[src/rtl/kbd_pkg.sv]
// Shared constants, FSM state encoding and event record for the PS/2 set-2 event decoder.
package kbd_pkg;

    localparam logic [7:0] SC_EXT    = 8'hE0;
    localparam logic [7:0] SC_BRK    = 8'hF0;
    localparam logic [7:0] SC_LSHIFT = 8'h12;
    localparam logic [7:0] SC_RSHIFT = 8'h59;
    localparam logic [7:0] SC_CTRL   = 8'h14;
    localparam logic [7:0] SC_ALT    = 8'h11;
    localparam logic [7:0] SC_CAPS   = 8'h58;
    localparam logic [7:0] SC_BKSP   = 8'h66;
    localparam logic [7:0] SC_ENTER  = 8'h5A;
    localparam logic [7:0] SC_SPACE  = 8'h29;

    typedef enum logic [1:0] {
        ST_IDLE    = 2'd0,
        ST_EXT     = 2'd1,
        ST_BRK     = 2'd2,
        ST_EXT_BRK = 2'd3
    } kbd_state_e;

    typedef struct packed {
        logic       ext;
        logic       brk;
        logic [7:0] code;
        logic [7:0] ascii;
    } kbd_evt_t;

    // Keyboard status/ack bytes that carry no key information.
    function automatic logic is_ctrl_byte(input logic [7:0] b);
        case (b)
            8'h00, 8'hAA, 8'hFA, 8'hFE, 8'hFF: is_ctrl_byte = 1'b1;
            default:                           is_ctrl_byte = 1'b0;
        endcase
    endfunction

endpackage

[src/rtl/kbd_ascii_map.sv]
// Combinational set-2 scancode to ASCII translation using the current shift and caps-lock levels.
module kbd_ascii_map
    import kbd_pkg::*;
(
    input  logic [7:0] code,
    input  logic       ext,
    input  logic       shift,
    input  logic       caps,
    output logic [7:0] ascii
);

    logic [7:0]  letter_s;
    logic [15:0] sym_s;

    // Lowercase letter lookup; zero means the code is not a letter.
    always_comb begin
        case (code)
            8'h1C: letter_s = 8'h61;  8'h32: letter_s = 8'h62;  8'h21: letter_s = 8'h63;
            8'h23: letter_s = 8'h64;  8'h24: letter_s = 8'h65;  8'h2B: letter_s = 8'h66;
            8'h34: letter_s = 8'h67;  8'h33: letter_s = 8'h68;  8'h43: letter_s = 8'h69;
            8'h3B: letter_s = 8'h6A;  8'h42: letter_s = 8'h6B;  8'h4B: letter_s = 8'h6C;
            8'h3A: letter_s = 8'h6D;  8'h31: letter_s = 8'h6E;  8'h44: letter_s = 8'h6F;
            8'h4D: letter_s = 8'h70;  8'h15: letter_s = 8'h71;  8'h2D: letter_s = 8'h72;
            8'h1B: letter_s = 8'h73;  8'h2C: letter_s = 8'h74;  8'h3C: letter_s = 8'h75;
            8'h2A: letter_s = 8'h76;  8'h1D: letter_s = 8'h77;  8'h22: letter_s = 8'h78;
            8'h35: letter_s = 8'h79;  8'h1A: letter_s = 8'h7A;
            default: letter_s = 8'h00;
        endcase
    end

    // Digit, punctuation and whitespace lookup as {unshifted, shifted}.
    always_comb begin
        case (code)
            8'h45: sym_s = {8'h30, 8'h29};  8'h16: sym_s = {8'h31, 8'h21};
            8'h1E: sym_s = {8'h32, 8'h40};  8'h26: sym_s = {8'h33, 8'h23};
            8'h25: sym_s = {8'h34, 8'h24};  8'h2E: sym_s = {8'h35, 8'h25};
            8'h36: sym_s = {8'h36, 8'h5E};  8'h3D: sym_s = {8'h37, 8'h26};
            8'h3E: sym_s = {8'h38, 8'h2A};  8'h46: sym_s = {8'h39, 8'h28};
            8'h0E: sym_s = {8'h60, 8'h7E};  8'h4E: sym_s = {8'h2D, 8'h5F};
            8'h55: sym_s = {8'h3D, 8'h2B};  8'h54: sym_s = {8'h5B, 8'h7B};
            8'h5B: sym_s = {8'h5D, 8'h7D};  8'h5D: sym_s = {8'h5C, 8'h7C};
            8'h4C: sym_s = {8'h3B, 8'h3A};  8'h52: sym_s = {8'h27, 8'h22};
            8'h41: sym_s = {8'h2C, 8'h3C};  8'h49: sym_s = {8'h2E, 8'h3E};
            8'h4A: sym_s = {8'h2F, 8'h3F};
            SC_BKSP:  sym_s = {8'h08, 8'h08};
            SC_ENTER: sym_s = {8'h0D, 8'h0D};
            SC_SPACE: sym_s = {8'h20, 8'h20};
            default:  sym_s = {8'h00, 8'h00};
        endcase
    end

    // Extended keys never produce a character; letters follow shift XOR caps.
    always_comb begin
        if (ext) begin
            ascii = 8'h00;
        end else if (letter_s != 8'h00) begin
            ascii = (shift ^ caps) ? (letter_s - 8'h20) : letter_s;
        end else begin
            ascii = shift ? sym_s[7:0] : sym_s[15:8];
        end
    end

endmodule

[src/rtl/kbd_event_decoder.sv]
// PS/2 set-2 prefix decoder with modifier tracking and a show-ahead event FIFO.
// Optional typematic repeat suppression is enabled by defining KBD_TYPEMATIC_FILTER_EN.
module kbd_event_decoder
    import kbd_pkg::*;
#(
    parameter int EVT_DEPTH = 8,
    parameter int CNT_W     = 8
) (
    input  logic             clk,
    input  logic             clrn,
    input  logic             in_ready,
    input  logic [7:0]       in_data,
    output logic             in_pop_n,
    output logic             evt_valid,
    input  logic             evt_rd,
    output logic [7:0]       evt_code,
    output logic             evt_ext,
    output logic             evt_break,
    output logic [7:0]       evt_ascii,
    output logic             shift,
    output logic             ctrl,
    output logic             alt,
    output logic             caps,
    output logic [CNT_W-1:0] evt_cnt
);

    localparam int             AW      = (EVT_DEPTH > 1) ? $clog2(EVT_DEPTH) : 1;
    localparam logic [AW:0]    DEPTH_C = (AW+1)'(EVT_DEPTH);

    kbd_state_e       state_q, state_d;
    logic             pop_n_q, pop_n_d;
    logic             lshift_q, lshift_d, rshift_q, rshift_d;
    logic             ctrl_q, ctrl_d, alt_q, alt_d;
    logic             caps_held_q, caps_held_d, caps_q, caps_d, shift_q, shift_d;
    logic [CNT_W-1:0] cnt_q, cnt_d;
    logic [AW:0]      wr_ptr_q, wr_ptr_d, rd_ptr_q, rd_ptr_d, count_s;
    kbd_evt_t         mem_q [EVT_DEPTH];

    logic             accept_s, emit_s, ev_ext_s, ev_brk_s, repeat_s, push_s, pop_s;
    logic [7:0]       ascii_s;
    kbd_evt_t         evt_d;

    assign count_s   = wr_ptr_q - rd_ptr_q;
    assign evt_valid = (count_s != {(AW+1){1'b0}});
    assign accept_s  = in_ready & pop_n_q & (count_s < DEPTH_C);
    assign pop_s     = evt_valid & evt_rd;

    kbd_ascii_map u_ascii (
        .code  (in_data),
        .ext   (ev_ext_s),
        .shift (shift_q),
        .caps  (caps_q),
        .ascii (ascii_s)
    );

    // Prefix FSM: control bytes abort, E0/F0 accumulate, anything else is a key.
    always_comb begin
        state_d  = state_q;
        emit_s   = 1'b0;
        ev_ext_s = (state_q == ST_EXT) || (state_q == ST_EXT_BRK);
        ev_brk_s = (state_q == ST_BRK) || (state_q == ST_EXT_BRK);
        if (!accept_s) begin
            state_d = state_q;
        end else if (is_ctrl_byte(in_data)) begin
            state_d = ST_IDLE;
        end else if (in_data == SC_EXT) begin
            state_d = ST_EXT;
        end else if (in_data == SC_BRK) begin
            case (state_q)
                ST_IDLE:    state_d = ST_BRK;
                ST_EXT:     state_d = ST_EXT_BRK;
                ST_BRK:     state_d = ST_BRK;
                ST_EXT_BRK: state_d = ST_EXT_BRK;
                default:    state_d = ST_IDLE;
            endcase
        end else begin
            emit_s  = 1'b1;
            state_d = ST_IDLE;
        end
    end

    // Held-key levels follow every decoded key event, repeats included.
    always_comb begin
        lshift_d    = (emit_s && !ev_ext_s && in_data == SC_LSHIFT) ? !ev_brk_s : lshift_q;
        rshift_d    = (emit_s && !ev_ext_s && in_data == SC_RSHIFT) ? !ev_brk_s : rshift_q;
        ctrl_d      = (emit_s && in_data == SC_CTRL) ? !ev_brk_s : ctrl_q;
        alt_d       = (emit_s && in_data == SC_ALT) ? !ev_brk_s : alt_q;
        caps_held_d = (emit_s && !ev_ext_s && in_data == SC_CAPS) ? !ev_brk_s : caps_held_q;
        caps_d      = (emit_s && !ev_ext_s && !ev_brk_s && in_data == SC_CAPS && !caps_held_q)
                      ? !caps_q : caps_q;
        shift_d     = lshift_d | rshift_d;
    end

`ifdef KBD_TYPEMATIC_FILTER_EN
    logic [511:0] held_q, held_d;
    logic [8:0]   key_idx_s;

    assign key_idx_s = {ev_ext_s, in_data};

    // A make of a key already down is an auto-repeat and is swallowed.
    always_comb begin
        held_d   = held_q;
        repeat_s = emit_s && !ev_brk_s && held_q[key_idx_s];
        if (emit_s) begin
            held_d[key_idx_s] = !ev_brk_s;
        end else begin
            held_d = held_q;
        end
    end

    // Per-key held table.
    always_ff @(posedge clk or negedge clrn) begin
        if (!clrn) begin
            held_q <= 512'd0;
        end else begin
            held_q <= held_d;
        end
    end
`else
    assign repeat_s = 1'b0;
`endif

    // FIFO write/read pointers and make-event counter.
    always_comb begin
        push_s    = emit_s & ~repeat_s;
        evt_d     = '{ext: ev_ext_s, brk: ev_brk_s, code: in_data, ascii: ascii_s};
        wr_ptr_d  = push_s ? (wr_ptr_q + {{AW{1'b0}}, 1'b1}) : wr_ptr_q;
        rd_ptr_d  = pop_s ? (rd_ptr_q + {{AW{1'b0}}, 1'b1}) : rd_ptr_q;
        cnt_d     = (push_s && !ev_brk_s) ? (cnt_q + {{(CNT_W-1){1'b0}}, 1'b1}) : cnt_q;
        pop_n_d   = ~accept_s;
    end

    // Control state, modifier levels, pointers and handshake registers.
    always_ff @(posedge clk or negedge clrn) begin
        if (!clrn) begin
            state_q     <= ST_IDLE;
            pop_n_q     <= 1'b1;
            lshift_q    <= 1'b0;
            rshift_q    <= 1'b0;
            ctrl_q      <= 1'b0;
            alt_q       <= 1'b0;
            caps_held_q <= 1'b0;
            caps_q      <= 1'b0;
            shift_q     <= 1'b0;
            cnt_q       <= {CNT_W{1'b0}};
            wr_ptr_q    <= {(AW+1){1'b0}};
            rd_ptr_q    <= {(AW+1){1'b0}};
        end else begin
            state_q     <= state_d;
            pop_n_q     <= pop_n_d;
            lshift_q    <= lshift_d;
            rshift_q    <= rshift_d;
            ctrl_q      <= ctrl_d;
            alt_q       <= alt_d;
            caps_held_q <= caps_held_d;
            caps_q      <= caps_d;
            shift_q     <= shift_d;
            cnt_q       <= cnt_d;
            wr_ptr_q    <= wr_ptr_d;
            rd_ptr_q    <= rd_ptr_d;
        end
    end

    // Event storage; cleared on reset so the head reads zero while empty.
    always_ff @(posedge clk or negedge clrn) begin
        if (!clrn) begin
            for (int i = 0; i < EVT_DEPTH; i++) begin
                mem_q[i] <= '0;
            end
        end else if (push_s) begin
            mem_q[wr_ptr_q[AW-1:0]] <= evt_d;
        end else begin
            mem_q[wr_ptr_q[AW-1:0]] <= mem_q[wr_ptr_q[AW-1:0]];
        end
    end

    assign in_pop_n  = pop_n_q;
    assign evt_code  = mem_q[rd_ptr_q[AW-1:0]].code;
    assign evt_ext   = mem_q[rd_ptr_q[AW-1:0]].ext;
    assign evt_break = mem_q[rd_ptr_q[AW-1:0]].brk;
    assign evt_ascii = mem_q[rd_ptr_q[AW-1:0]].ascii;
    assign shift     = shift_q;
    assign ctrl      = ctrl_q;
    assign alt       = alt_q;
    assign caps      = caps_q;
    assign evt_cnt   = cnt_q;

endmodule

[config.mk]
export PLATFORM = sky130hd
export DESIGN_NAME = kbd_event_decoder
export DESIGN_NICKNAME = d
export VERILOG_FILES = /design/src/rtl/kbd_pkg.sv /design/src/rtl/kbd_ascii_map.sv /design/src/rtl/kbd_event_decoder.sv
export SDC_FILE = /design/constraint.sdc
export NUM_CORES = 1
export LEC_CHECK = 0
export BUFFER_PORTS_ARGS = -buffer_cell sky130_fd_sc_hd__buf_4
export CORE_AREA = 2 2 144 146
export CTS_CLUSTER_SIZE = 24
export DETAILED_ROUTE_END_ITERATION = 10
export DIE_AREA = 0 0 146 148
export PLACE_DENSITY_LB_ADDON = 0.1
export SLEW_MARGIN = 20
export SYNTH_ARGS = -nofsm -noshare
export SYNTH_HDL_FRONTEND = slang
export SYNTH_SLANG_ARGS = --single-unit
[constraint.sdc]
create_clock -name clk -period 7 [get_ports clk]
set_input_delay 0 -clock clk [delete_from_list [all_inputs] [get_ports clk]]
set_output_delay 0 -clock clk [all_outputs]
set_load 0.005 [all_outputs]
* Yosys cells after proc, flatten, opt, wreduce, memory -nomap -nowiden *
Memory sizes are Yosys's and may differ from the RTL's.
Index checks and enable logic that the tools add are counted.

cells by class
  add/sub/neg operators = 5
  $mul = 0
  divide/modulo/power cells = 0
  $lt $le $gt $ge = 4
  equality and inequality tests = 38
  shift operators = 0
  multiplexer cells = 29
  bitwise logic cells = 8
  reduce and logical (&&, ||, !) cells = 24

operators with widths
  cell                                                                number
  15-bit one-hot mux with 24 select lines                             1
  144-bit bitwise mux                                                 2
  144-bit two-way mux                                                 1
  8-bit by 7-bit == test with 1-bit output, second input constant     16
  18-bit binary-select mux with 3-bit select                          2
  18-bit two-way mux                                                  5
  8-bit by 6-bit == test with 1-bit output, second input constant     7
  18-bit demux with 3-bit select                                      1
  8-bit == test, second input constant                                6
  8-bit by 5-bit == test with 1-bit output, second input constant     5
  8-bit two-way mux                                                   5
  1-bit logical AND                                                   11
  4-bit by 1-bit adder with 4-bit output, second input constant       2
  8-bit by 1-bit adder with 8-bit output, second input constant       1
  8-bit by 4-bit == test with 1-bit output, second input constant     1
  4-bit greater-or-equal comparator, second input constant            2
  8-bit logical NOT                                                   1
  1-bit two-way mux                                                   8
  3-bit NOT with 4-bit output                                         2
  8-bit nonzero test                                                  1
  8-bit by 6-bit subtractor with 8-bit output, second input constant  1
  2-bit two-way mux                                                   3
  5-bit OR reduction                                                  1
  2-bit == test, second input constant                                2
  14 further kinds                                                    21

word-level totals
  flip-flop bits (word level) = 170
  bits in latches = 0
  memory bits (writable) = 0
  memory bits (read-only) = 896
  output and inout port bits = 32
  word-level logic and storage cells = 153
  memories = 1

memories
  memory           words  bits a word  read ports  clocked after memory_dff  wr ports  RTL line             source
  (no name shown)  128    7            1           0                         0         kbd_ascii_map.sv:17  case (code)

* Depth between registers and ports, before layout *
  word-level depth = 10
  mapped depth = 13
  gate-level depth less buffers = 11

* Modules after synthesis *
Synthesis repeated with hierarchy kept, for this count alone.

unflattened totals
  cell total of the unflattened synthesis = 1099
  area total of the unflattened synthesis = 10491.3 um^2

by module, submodules not included
  module             instances  cells an instance  area each (um^2)  sequential area each (um^2)
  kbd_event_decoder  1          888                9009.9            4255.3
  kbd_ascii_map      1          211                1481.4            0.0

* Least setup slack after synthesis *
No wires, ideal clock.

  path kind = register to register
  start point = register rd_ptr_q[1]
  end point = register shift_q, in the netlist shift
  arrival time = 3.140 ns
  required time = 6.930 ns
  setup slack = 3.790 ns
  stages on the path, launching flop included = 13
  path buffers = 3
  period minus slack after synthesis = 3.210 ns
  cells stage by stage = dfrtp_1 clkbuf_1 clkbuf_1 inv_1 ha_1 nor2b_1 o21ai_0 and4b_1 o21a_1 buf_2 nand3_1 or4_1 nand3b_1

between the ends
  longest elaborated chain between the ends = 8
  elaborated cells on any way between the ends = 10
  those cells by class = 1 x add/sub; 1 x order compare; 3 x mux; 2 x bitwise; 3 x reduce/logical

RTL lines
  what                                  RTL line                                          source
  start: declaration                    kbd_event_decoder.sv:36                           logic [AW:0] wr_ptr_q, wr_ptr_d, rd_ptr_q, rd_ptr_d, count_s;
  start signal: assignment              kbd_event_decoder.sv:147                          rd_ptr_q <= {(AW+1){1'b0}};
  start signal: assignment              kbd_event_decoder.sv:160                          rd_ptr_q <= rd_ptr_d;
  4-bit subtractor *                    kbd_event_decoder.sv:43                           assign count_s = wr_ptr_q - rd_ptr_q;
  4-bit less-than comparator *          kbd_event_decoder.sv:45                           assign accept_s = in_ready & pop_n_q & (count_s < DEPTH_C);
  1-bit AND *                           kbd_event_decoder.sv:45
  1-bit two-way mux *                   kbd_event_decoder.sv:62                           if (!accept_s) begin
  1-bit logical AND *                   kbd_event_decoder.sv:84, kbd_event_decoder.sv:85
  1-bit logical AND (on tied branches)  kbd_event_decoder.sv:84, kbd_event_decoder.sv:85
  1-bit two-way mux (on tied branches)  kbd_event_decoder.sv:84, kbd_event_decoder.sv:85
  1-bit bitwise OR *                    kbd_event_decoder.sv:91                           shift_d = lshift_d | rshift_d;
  net shift_d                           kbd_event_decoder.sv:34                           logic caps_held_q, caps_held_d, caps_q, caps_d, shift_q, shift_d;
  end signal: assignment                kbd_event_decoder.sv:157                          shift_q <= shift_d;
  end: declaration                      kbd_event_decoder.sv:34

Mark *: on every way through the listed nets, which the timed path passes. The rest lies on a longest branch.
A chain may end at the register's enable or synchronous reset.

* Worst setup path after layout *
  start point = register rd_ptr_q[1]
  end point = register mem_q[76] (netlist bit)

between the ends
  longest elaborated chain between the ends = 5

RTL lines
  what                            RTL line                  source
  4-bit subtractor                kbd_event_decoder.sv:43
  4-bit less-than comparator      kbd_event_decoder.sv:45
  1-bit AND                       kbd_event_decoder.sv:45
  1-bit two-way mux               kbd_event_decoder.sv:62
  144-bit two-way mux             kbd_event_decoder.sv:170  end else if (push_s) begin
  end signal: indexed assignment  kbd_event_decoder.sv:171  mem_q[wr_ptr_q[AW-1:0]] <= evt_d;
  end signal: indexed assignment  kbd_event_decoder.sv:173  mem_q[wr_ptr_q[AW-1:0]] <= mem_q[wr_ptr_q[AW-1:0]];
  end: declaration                kbd_event_decoder.sv:37   kbd_evt_t mem_q [EVT_DEPTH];

No other way between the ends.

==> reports/qor.csv <==
metric,value,unit
status,"finished, final reports clean",
ys_ff_latch,170,
via_per_inst,6.350,
n_antenna_cell,0,
setup_viol,0,
arrival,4540,ps
comb_power_share,0.494,
fin_skew,9.770,ps
endpoint_kind,flip-flop,
die-area,21610,um2
synthSimpleGateAreaFrac,0.1761,
drt_iter0_drc,1016,
r2r_end,mem_q[76]$_DFFE_PN0P_,
cpMaxStageDelayCell,dfrtp_2,
multi_input_area,5192,um2
ys_top_cells_by_count,"nand2_1 (180), dfrtp_1 (169), o21ai_0 (160), nor2_1 (62), clkbuf_1 (54)",
syn_nets,1077,
grt_start_max_net_pins,60,
gp_congestion,0.9265,
avgSynthCellArea,9.375,um2
clkTransAtPathRegs,60,ps
crit_start,rd_ptr_q[1]$_DFFE_PN0P_,
rows,52,
hold-path-cell-count,3,
antenna_found_initial,0,
max-vdd-ir-drop,0.2330,mV
grt_usage,0.2915,
p_sw_frac,0.4527,
total_leakage_power,4.654,nW
clockPowerShare,0.172,
cts_tree,built,
hold_path_class,in2reg,
portBuffers,43,
hold_violations,0,
fp.dieW,146,um
crit_path_max_fanout,39,
drc,0,
core-area,20040,um2
num_io_pins,44,
synthAdderAreaFrac,0.02112,
nFillCells,1880,
yosysMostFrequentCell,nand2_1,
crit_chain,inv_1 -> ha_1 -> nor2b_1 -> o21ai_0 -> and4b_1 -> o21a_1 -> nand2_2 -> a211oi_2 -> o21ai_0,
grt_pass1_wl,48670,um
yosys-mux-area-fraction,0.09733,
fin_crit,4254,ps
register_area,4258,um2
startpoint_type,flip-flop,
rsz0062_at_grt,no,
grt_pass1_vias,8283,
worst_pin_slew,1101,ps
synthFlopType,dfrtp_1,
cts_setup_buffers,0,
ant_nets,0,
synth_top_family_by_area,compound AO/OA/AOI/OAI gates,
initial_core_util,0.4908,
synth_area_leaders,"dfrtp_1 (43%), mux4_2 (8.2%), o21ai_0 (8.1%), nand2_1 (6.9%), a22oi_1 (3.1%)",
crit_required,7290,ps
pwr_density_cell,490.1,nW/um2
crit_top_cell,o21ai_0,
synth-compound-area-share,0.2146,
cap_violations,0,
syn_inst,1049,
syn_area,9834,um2
clock_sinks,170,
fin_setup_tns,0,ps
root_buffer,clkbuf_16,
wl,30630,um
crit_type,reg2reg,
synth_async_sr_flop_share,1.000,
internal_power,2.935,mW
grt_overflow,0,
dr.pass1.iters,8,
regToRegStartpoint,rd_ptr_q[1]$_DFFE_PN0P_,
seqPwrFrac,0.334,
numCtsBuffers,17,
synth-edff-count,0,
cts_max_path_buffers,2,
cts.htree.levels,4,
yosysWarnings,0,
slowest_delay,1100,ps
slew_viol_final,0,
max-slew-margin-rel,0.2659,
yosysSeqAreaShare,0.4327,
r2r_slack,2750,ps
min_period_over_period,0.6077,
hpwl,19180,um
cp-endpoint,mem_q[76]$_DFFE_PN0P_,
clk-insertion-delay-late,430,ps
synth_top_cell_area_share,0.4300,
yosysUniqueCellTypes,87,
synth_xor_area_frac,0.01603,
yosysTopAreaCell,dfrtp_1,
die_h,148,um
r2r_cells,9,
wire_per_inst,22.88,um
nets,1085,
p_switching,2.428,mW
areaGrowthSynthToFinish,11.26,%
fmax,235.1,MHz
vias,8503,
drive_above_1_share,0.1581,
whs,20.93,ps
sequential cells by signal (all words and copies together) (netlist names):
signal	cells
caps_held_q	1
ctrl	1
rshift_q	1
alt	1
mem_q	144
caps	1
in_pop_n	1
evt_cnt	8
lshift_q	1
state_q	2
rd_ptr_q	4
shift	1
wr_ptr_q	4
area by class of cell:
class | instances | share of cell area
repair buffers | 67 | 0.04654
clock buffers | 20 | 0.04174
multi-input cells | 781 | 0.4746
clock inverters | 11 | 0.01029
inverters | 20 | 0.006861
flip-flops and latches | 170 | 0.3891
well taps | 270 | 0.03087
critical path: cells and delay by family (launching register included):
kind | cells | cell delay [ps]
DFF | 1 | 1100
adders and majority gates | 1 | 330
and+or+nand+nor | 3 | 960
buffers and inverters | 1 | 230
AOI/OAI and AO/OA | 4 | 1480
per-layer routing:
layer  vias to the layer above  routed length, um  track usage
met2                       373              14210       0.4608
met4                         0                622      0.08447
li1                       3880                  -            -
met3                        53               2524      0.05494
met5                         -                  0            0
met1                      4197              13270       0.4138
worst min-delay path by stage:
stage                              end  slack [ps]   start
2_1_floorplan          alt$_DFFE_PN0P_        -300    clrn
3_3_place_gp     mem_q[36]$_DFFE_PN0P_           3    clrn
3_5_place_dp     mem_q[38]$_DFFE_PN0P_          -4    clrn
4_1_cts        rd_ptr_q[0]$_DFFE_PN0P_          10  evt_rd
5_1_grt        rd_ptr_q[0]$_DFFE_PN0P_          60  evt_rd
6_report       rd_ptr_q[0]$_DFFE_PN0P_          20  evt_rd
cell families after synthesis:
logic type               Yosys count
adder cells (fa/ha/maj)           16
XOR/XNOR                          18
AND/OR/NAND/NOR                  370
multiplexers                      50
buffers and inverters             98
flip-flops                       170
AO/OA/AOI/OAI                    327
stage by stage:
stage	cell area [um2]	cells	power (mW)	util	setup slack, ps
finish	10940	1339	5.363	0.5460	2746
detailed placement	10360	1307	4.435	0.5170	2857
CTS	10940	1339	5.363	0.5459	2839
global placement	10360	1307	4.379	0.5170	2941
floorplan	9834	1049	3.468	-	3790
global route	10940	1339	5.742	0.5460	2531
power by group through the flow:
| stage | clock network, mW | logic [mW] | registers (mW) |
|---|---|---|---|
| 2_1_floorplan | 0 | 1.84 | 1.62 |
| 3_3_place_gp | 0 | 2.59 | 1.79 |
| 3_5_place_dp | 0 | 2.63 | 1.80 |
| 4_1_cts | 0.934 | 2.64 | 1.79 |
| 5_1_grt | 0.975 | 2.92 | 1.85 |
| 6_report | 0.921 | 2.65 | 1.79 |
placed cells by master, fill, tap and decap left out, drive strengths merged, types with 6 or more instances in the layout:
master and instances:
a21oi 38, a221oi 12, a22o 11, a22oi 42
and3 8, buf 66, clkbuf 20, dfrtp 169
ha 15, inv 21, mux2i 9, mux4 36
nand2 181, nand2b 7, nand3 36, nand3b 6
nand4 15, nor2 62, nor2b 7, nor3 15
o211ai 7, o21ai 164, or3 6, xnor2 12
xor2 6
timing repair:
action,4_1_cts,5_1_grt
gates resized for setup,0,0
endpoints found under the hold margin,57,0
hold buffers,1,0
setup endpoints to repair,0,0
No activity file was read; power rests on OpenSTA's default activity.
